`src/rtl/motion_sequencer_pkg.sv`:
```
// Shared types and constants for the four-joint motion sequencer.
// Holds the FSM state encoding, joint geometry and the single-joint step helper.
package motion_sequencer_pkg;

  typedef enum logic [1:0] {
    IDLE = 2'd0,
    MOVE = 2'd1,
    HOLD = 2'd2
  } state_t;

  localparam int NUM_JOINTS = 4;
  localparam int JOINT_W    = 8;
  localparam logic [JOINT_W-1:0] CENTRE = 8'h80;

  // Moves one joint a single count toward its target; saturates naturally at the target.
  function automatic logic [JOINT_W-1:0] step_toward(input logic [JOINT_W-1:0] cur,
                                                     input logic [JOINT_W-1:0] tgt);
    if (cur < tgt)      step_toward = cur + JOINT_W'(1);
    else if (cur > tgt) step_toward = cur - JOINT_W'(1);
    else                step_toward = cur;
  endfunction

endpackage

```
`src/rtl/motion_sequencer_tick_gen.sv`:
```
// Divides the clock down to a one-cycle motion tick every TICK_DIV cycles.
// The counter is held at zero whenever enable is low.
module tick_gen #(
  parameter int TICK_DIV = 500000
) (
  input  logic clock,
  input  logic reset,
  input  logic enable,
  output logic tick
);

  localparam int CW = (TICK_DIV > 1) ? $clog2(TICK_DIV) : 1;
  localparam logic [CW-1:0] LAST = CW'(TICK_DIV - 1);

  logic [CW-1:0] cnt;

  always_ff @(posedge clock) begin
    if (reset || !enable) begin
      cnt <= '0;
    end else if (cnt == LAST) begin
      cnt <= '0;
    end else begin
      cnt <= cnt + CW'(1);
    end
  end

  assign tick = enable && (cnt == LAST);

endmodule

```
`src/rtl/motion_sequencer.sv`:
```
// Steps four 8-bit joints through a small waypoint table, one count per tick,
// dwelling HOLD_TICKS ticks at each waypoint before advancing.
module motion_sequencer
  import motion_sequencer_pkg::*;
#(
  parameter int TICK_DIV   = 500000,
  parameter int HOLD_TICKS = 50,
  parameter int NUM_WP     = 8
) (
  input  logic                      clock,
  input  logic                      reset,
  input  logic                      start,
  input  logic                      stop,
  input  logic                      wp_we,
  input  logic [$clog2(NUM_WP)-1:0] wp_addr,
  input  logic [31:0]               wp_data,
  input  logic [$clog2(NUM_WP)-1:0] last_wp,
  output logic [31:0]               pos,
  output logic [$clog2(NUM_WP)-1:0] wp_idx,
  output logic                      busy,
  output logic                      done
);

  localparam int AW = $clog2(NUM_WP);
  localparam int HW = (HOLD_TICKS > 1) ? $clog2(HOLD_TICKS) : 1;
  localparam logic [HW-1:0] HOLD_LAST = HW'(HOLD_TICKS - 1);
  localparam logic [31:0] CENTRE_WORD = {NUM_JOINTS{CENTRE}};

  state_t        state;
  logic [31:0]   wp_table [NUM_WP];
  logic [AW-1:0] last_q;
  logic [HW-1:0] hold_cnt;
  logic [31:0]   target;
  logic [31:0]   stepped;
  logic          at_target;
  logic          enable;
  logic          tick;

  assign target    = wp_table[wp_idx];
  assign at_target = (pos == target);

  always_comb begin
    stepped = pos;
    for (int j = 0; j < NUM_JOINTS; j++) begin
      stepped[j*JOINT_W +: JOINT_W] = step_toward(pos[j*JOINT_W +: JOINT_W],
                                                  target[j*JOINT_W +: JOINT_W]);
    end
  end

  // Dropping enable on the MOVE->HOLD cycle restarts the divider, so a dwell
  // is always a whole number of tick periods regardless of arrival phase.
  assign enable = (state != IDLE) && !stop && !((state == MOVE) && at_target);

  tick_gen #(
    .TICK_DIV(TICK_DIV)
  ) u_tick_gen (
    .clock (clock),
    .reset (reset),
    .enable(enable),
    .tick  (tick)
  );

  always_ff @(posedge clock) begin
    if (reset) begin
      for (int i = 0; i < NUM_WP; i++) begin
        wp_table[i] <= CENTRE_WORD;
      end
    end else if (wp_we && (state == IDLE)) begin
      wp_table[wp_addr] <= wp_data;
    end
  end

  always_ff @(posedge clock) begin
    if (reset) begin
      state    <= IDLE;
      pos      <= CENTRE_WORD;
      wp_idx   <= '0;
      busy     <= 1'b0;
      done     <= 1'b0;
      last_q   <= '0;
      hold_cnt <= '0;
    end else begin
      done <= 1'b0;
      case (state)
        IDLE: begin
          if (start && !stop) begin
            state  <= MOVE;
            busy   <= 1'b1;
            wp_idx <= '0;
            last_q <= last_wp;
          end
        end
        MOVE: begin
          if (stop) begin
            state <= IDLE;
            busy  <= 1'b0;
          end else if (at_target) begin
            state    <= HOLD;
            hold_cnt <= '0;
          end else if (tick) begin
            pos <= stepped;
          end
        end
        HOLD: begin
          if (stop) begin
            state <= IDLE;
            busy  <= 1'b0;
          end else if (tick) begin
            if (hold_cnt == HOLD_LAST) begin
              if (wp_idx == last_q) begin
                state <= IDLE;
                busy  <= 1'b0;
                done  <= 1'b1;
              end else begin
                state  <= MOVE;
                wp_idx <= wp_idx + AW'(1);
              end
            end else begin
              hold_cnt <= hold_cnt + HW'(1);
            end
          end
        end
        default: begin
          state <= IDLE;
          busy  <= 1'b0;
        end
      endcase
    end
  end

endmodule

```
`config.mk`:
```
export PLATFORM = sky130hd
export DESIGN_NAME = motion_sequencer
export DESIGN_NICKNAME = d
export VERILOG_FILES = /design/src/rtl/motion_sequencer_pkg.sv /design/src/rtl/motion_sequencer_tick_gen.sv /design/src/rtl/motion_sequencer.sv
export SDC_FILE = /design/constraint.sdc
export NUM_CORES = 1
export LEC_CHECK = 0
export ABC_CLOCK_PERIOD_IN_PS = 4550
export CAP_MARGIN = 5
export CORE_MARGIN = 2
export CORE_UTILIZATION = 55
export CTS_CLUSTER_SIZE = 12
export DETAILED_ROUTE_END_ITERATION = 10
export PLACE_DENSITY = 0.79
export SETUP_SLACK_MARGIN = 0.02
export SLEW_MARGIN = 20
export SYNTH_ARGS = -nofsm -noshare
export SYNTH_HDL_FRONTEND = slang
export SYNTH_SLANG_ARGS = --single-unit
```
`constraint.sdc`:
```
create_clock -name clock -period 4.55 [get_ports clock]
set_input_delay 0.91 -clock clock [delete_from_list [all_inputs] [get_ports clock]]
set_output_delay 0.91 -clock clock [all_outputs]
set_load 0.05 [all_outputs]
```
# --- After elaboration in Yosys (flattened, before gate mapping) ---
# Memories as Yosys holds them, arrays and structs flattened. A register that Yosys moved wholly into a read port is not among the register bits.
# Cells that the tools add are included.
totals:
  mem_bits_rw: 256
  inputBits: 43
  regBits: 67
  out_inout_bits: 37
  word_cells: 131
  memories: 1
memory_table:
  columns: ["memory", "depth", "word_bits", "read_ports", "rd_clocked_by_memory_dff", "write_ports", "line_no", "source"]
  rows:
  - ["wp_table", 8, 32, 1, 1, 8, "motion_sequencer.sv:30", "logic [31:0] wp_table [NUM_WP];"]
op_classes:
  n_addsub: 11
  magnitude_cmp: 8
  mux: 46
  reduce_logical: 30
  n_bitwise: 5
  eq_ne: 19
ops:
  columns: ["op", "n"]
  rows:
  - ["8-bit two-way mux", 8]
  - ["8-bit by 1-bit adder with 8-bit output, second input constant", 4]
  - ["32-bit equality test", 1]
  - ["8-bit > comparator", 4]
  - ["8-bit less-than comparator", 4]
  - ["32-bit two-way mux", 1]
  - ["32-bit OR reduction", 1]
  - ["8-bit by 1-bit subtractor with 8-bit output, second input constant", 4]
  - ["6-bit two-way mux", 5]
  - ["5-bit AND reduction", 5]
  - ["3-bit two-way mux", 8]
  - ["19-bit by 1-bit adder with 19-bit output, second input constant", 1]
  - ["19-bit equality test, second input constant", 1]
  - ["2-bit inequality test, second input constant", 8]
  - ["1-bit two-way mux", 14]
  - ["2-bit nonzero test", 7]
  - ["2-bit two-way mux", 6]
  - ["3-bit inequality test, second input constant", 4]
  - ["6-bit one-hot mux with 2 select lines", 1]
  - ["6-bit AND reduction", 2]
  - ["6-bit by 1-bit adder with 6-bit output, second input constant", 1]
  - ["6-bit equality test, second input constant", 1]
  - ["1-bit logical AND", 6]
  - ["2-bit one-hot mux with 3 select lines", 1]
  - ["other kinds (15)", 21]

# --- Depth between registers and ports, before layout ---
depth:
  ltp_word: 10
  depth_mapped: 16
  depth_no_buf: 14

# --- Hierarchy ---
# From an unflattened synthesis, not the netlist that was laid out.
hier_totals:
  cells_unflattened: 1265
  hier_area_um2: 16558.4
by_module_without_submodules:
  columns: ["module", "area_per_inst_um2", "n_inst", "seq_area_each_um2", "cells_per_inst"]
  rows:
  - ["motion_sequencer", 15666.3, 1, 8708.4, 1166]
  - ["tick_gen", 892.1, 1, 380.4, 99]

# --- Worst setup path after synthesis ---
# No wires, ideal clock.
synth_path:
  path_kind: "reg-to-reg"
  from: "register with a tool-made name"
  to: "register pos[7]"
  synth_period_minus_slack_ns: 4.753
  setup_slack_ns: -0.203
  required_time_ns: 4.478
  setup_ns: 0.072
  arrival_ns: 4.682
  n_path_buf: 2
  stages_incl_launch_ff: 17
  cell_sequence: "dfxtp_1 clkbuf_1 buf_1 mux4_2 mux2i_1 ha_1 nor2b_1 o211ai_1 a21oi_1 or2_2 ha_1 and3_1 a221o_1 o41ai_1 o21ai_0 a211oi_1 mux2i_1"
synth_lines:
  columns: ["item", "line_no", "source"]
  rows:
  - ["to (signal assigned)", "motion_sequencer.sv:101", "pos <= stepped;"]
  - ["to (decl)", "motion_sequencer.sv:18", "output logic [31:0] pos,"]

==> impl_metrics.tcl <==
set metrics [dict create \
    status "finished clean" \
    leakage_nw 6.91 \
    slowest_stage "mux4_2" \
    synth_nets 1391 \
    worst_r2r_path_depth 15 \
    slew_headroom_pct 44.8 \
    vdd_drop_max_uv 215 \
    fp.dieW_um 177 \
    critPathTopFamily "compound AO/OA/AOI/OAI gates" \
    finalCritPeriodShare_pct 94.5 \
    grt_use_total_pct 25.2 \
    drv_cap 0 \
    crit_buf_inv 1 \
    worstSetupPathType "flop to flop" \
    synth_area_mm2 0.0164 \
    power_frac_seq_pct 52.3 \
    place_inst 1743 \
    wire_per_inst_um 21.2 \
    area_growth_pct 17.7 \
    hold_violations 0 \
    totalPowerFinal_mw 6.37 \
    min-delay-start "u_tick_gen.cnt[0]" \
    crit_chain "buf_12, mux4_2, mux2i_1, ha_1, nand3_1, nand2_1, a21o_2, or2_2, ha_1, and3_1, a221o_1, o41ai_2, o21ai_1, a211oi_2, mux2i_1" \
    grt_max_degree 58 \
    ys.warnings.count 0 \
    tns_ns 0 \
    met2_usage_pct 42.3 \
    grt_pass1_wl_um 60100 \
    clkPwrFrac_pct 42.1 \
    setup_viol 0 \
    clkLatencyLatePin_ns 0.52 \
    viasPerCell 5.92 \
    regArea_mm2 0.00909 \
    slew_viol_final 0 \
    p_per_area_mw_per_mm2 330 \
    syn_inst 1273 \
    p_sw_mw 1.35 \
    avgSynthCellArea_um2 12.9 \
    start_kind "flop" \
    detail_route.iter0.violations 1076 \
    timing.reg2reg.setup_slack_ns 0.25 \
    rsz0062_at_grt "no" \
    rows 63 \
    drtAntennaViolNets 0 \
    drive_above_1_share_pct 15.9 \
    fillerInstances 2096 \
    switching_share_pct 21.2 \
    dp_hpwl_um 25200 \
    dieArea_mm2 0.0312 \
    met3_usage_pct 3.84 \
    yosysSeqAreaShare_pct 55.4 \
    cp_slowest_stage_delay_ns 0.51 \
    synth-edff-count 256 \
    wirelength_um 38300 \
    cp.arrival_ns 4.74 \
    synthFlopType "edfxtp_1" \
    cts_buffers 35 \
    final_area_mm2 0.0193 \
    pin_count 80 \
    tightestPinTransition_ns 0.827 \
    worstReg2RegEnd "pos[7]" \
    route.detailed.drc 0 \
    diodes 0 \
    endpoint_kind "flop" \
    hold_end "u_tick_gen.cnt[0]" \
    fin_crit_ns 4.30 \
    met1_usage_pct 34.7 \
    internal-power_mw 5.03 \
    cts_root_buf "clkbuf_16" \
    core_mm2 0.0295 \
    required_ns 4.99 \
    ys_seq_elements 326 \
    clockBufferDepth 3 \
    antenna_found_initial 1 \
    async_reset_ff_share_pct 0 \
    fmax_mhz 233 \
    firstDrtPassIters 5 \
    die_h_um 177 \
    grt-busiest-layer "met2" \
    portBuffers 79 \
    num-nets-final 1516 \
    cts_hold_buf 0 \
    place_congestion 0.864 \
    h-tree-depth 2 \
    combPwrFrac_pct 5.6 \
    synth_cell_type_count 66 \
    clkSinkCount 326 \
    start_util_pct 55.6 \
    num_vias 10711 \
    critPathMaxFanout 8 \
    grt_overflow 0 \
    cts_tree "yes" \
    grt_pass1_vias 10813 \
    placed_cell_area_mm2 0.0181 \
    stdcell_count 1808 \
    hold_class "flop to flop" \
    hold-path-cell-count 1 \
    skew_ns 0.0242 \
    clk_pin_slew_ns 0.06 \
    multi_input_area_mm2 0.00702 \
]
flip-flops by register name, summed over array words and instances (netlist names), named ones only:
| signal | cells |
|---|---|
| busy | 1 |
| done | 1 |
| hold_cnt | 6 |
| last_q | 3 |
| pos | 32 |
| state | 2 |
| u_tick_gen.cnt | 19 |
| wp_idx | 3 |
| wp_table | 256 |
cell families after synthesis:
group           synth area share [%]
flops                           55.4
compound gates                  5.37
xor+xnor                        2.24
mux                             11.4
fa+ha+maj                       5.91
buf+inv                         2.13
simple gates                    17.5
power groups by stage:
stage / sequential [mW] / combinational, mW / clock, mW
floorplan: 3.38 / 0.174 / 0
global placement: 3.39 / 0.344 / 0
detailed placement: 3.40 / 0.354 / 0
CTS: 3.33 / 0.355 / 2.72
global route: 3.34 / 0.381 / 2.84
finish: 3.33 / 0.357 / 2.68
area by class of cell:
cell class | count | area share [%]
inverter | 20 | 0.389
sequential | 326 | 47.1
tap | 390 | 2.53
clock buffer | 45 | 4.89
multi-input combinational | 865 | 36.4
timing repair buffer | 150 | 8.10
clock inverter | 12 | 0.616
Yosys cell counts, types with 3 or more instances:
library cell | instances | area, um^2
nand4b_1 | 3 | 26.3
o41ai_1 | 3 | 26.3
buf_1 | 10 | 37.5
or4_1 | 4 | 30.0
nor2_1 | 68 | 255
ha_1 | 71 | 888
mux2_2 | 4 | 45.0
or3_1 | 24 | 150
inv_1 | 20 | 75.1
a21oi_1 | 58 | 290
o21ai_0 | 32 | 160
mux4_2 | 64 | 1440
or2_2 | 10 | 62.6
nor3_1 | 20 | 100
o211ai_1 | 9 | 67.6
dfxtp_1 | 70 | 1400
mux2i_1 | 38 | 380
nor2b_1 | 11 | 68.8
a21o_1 | 13 | 97.6
o21bai_1 | 3 | 22.5
clkbuf_1 | 44 | 165
o41a_1 | 3 | 33.8
nand2_1 | 29 | 109
a211o_1 | 4 | 35.0
fa_1 | 4 | 80.1
xnor2_1 | 17 | 149
and3_1 | 6 | 37.5
nand4_1 | 14 | 87.6
and2_1 | 225 | 1410
nand3_1 | 50 | 250
nand2b_1 | 13 | 81.3
xor2_1 | 25 | 219
nor4_1 | 3 | 18.8
a211oi_1 | 4 | 30.0
edfxtp_1 | 256 | 7690
timing repair:
item,CTS,global route
setup endpoints to repair,0,5
setup buffers,0,8
resized for setup,0,10
through the flow:
step | setup slack [ns] | util, % | hold slack, ns
5_1_grt | 0.0252 | 65.5 | 0.471
3_5_place_dp | 0.194 | 61.5 | 0.447
4_1_cts | 0.167 | 65.1 | 0.460
3_3_place_gp | 0.328 | 61.5 | 0.438
2_1_floorplan | 0.0207 | - | 0.426
6_report | 0.249 | 65.5 | 0.454
layer usage:
metal	part of all wire, %	wire length [um]	vias to the layer above
li1	-	-	4961
met1	43	16500	5343
met2	49	18800	358
met3	6.3	2400	47
met4	1.5	570	2
met5	0.031	12	-
how the worst max path moves through the flow:
| stage | start | to | slack, ns | depth (start not counted) |
|---|---|---|---|---|
| final | flop | pos[7] | 0.25 | 15 |
| after CTS | flop | pos[7] | 0.17 | 15 |
| after detailed placement | flop | pos[7] | 0.19 | 15 |
| after global routing | flop | pos[23] | 0.03 | 16 |
| after floorplan | flop | pos[7] | 0.02 | 16 |
| after global placement | flop | pos[7] | 0.33 | 14 |
cells in the final DEF, fill, tap and decap left out, drive strengths merged, types with 38 or more instances in the layout:
master,n
mux4,64
clkbuf,45
and2,225
buf,72
edfxtp,256
mux2i,38
nor2,68
dfxtp,70
a21oi,58
clkdlybuf4s50,78
nand3,50
ha,71
Note: power is estimated with default switching activity, not from simulation.
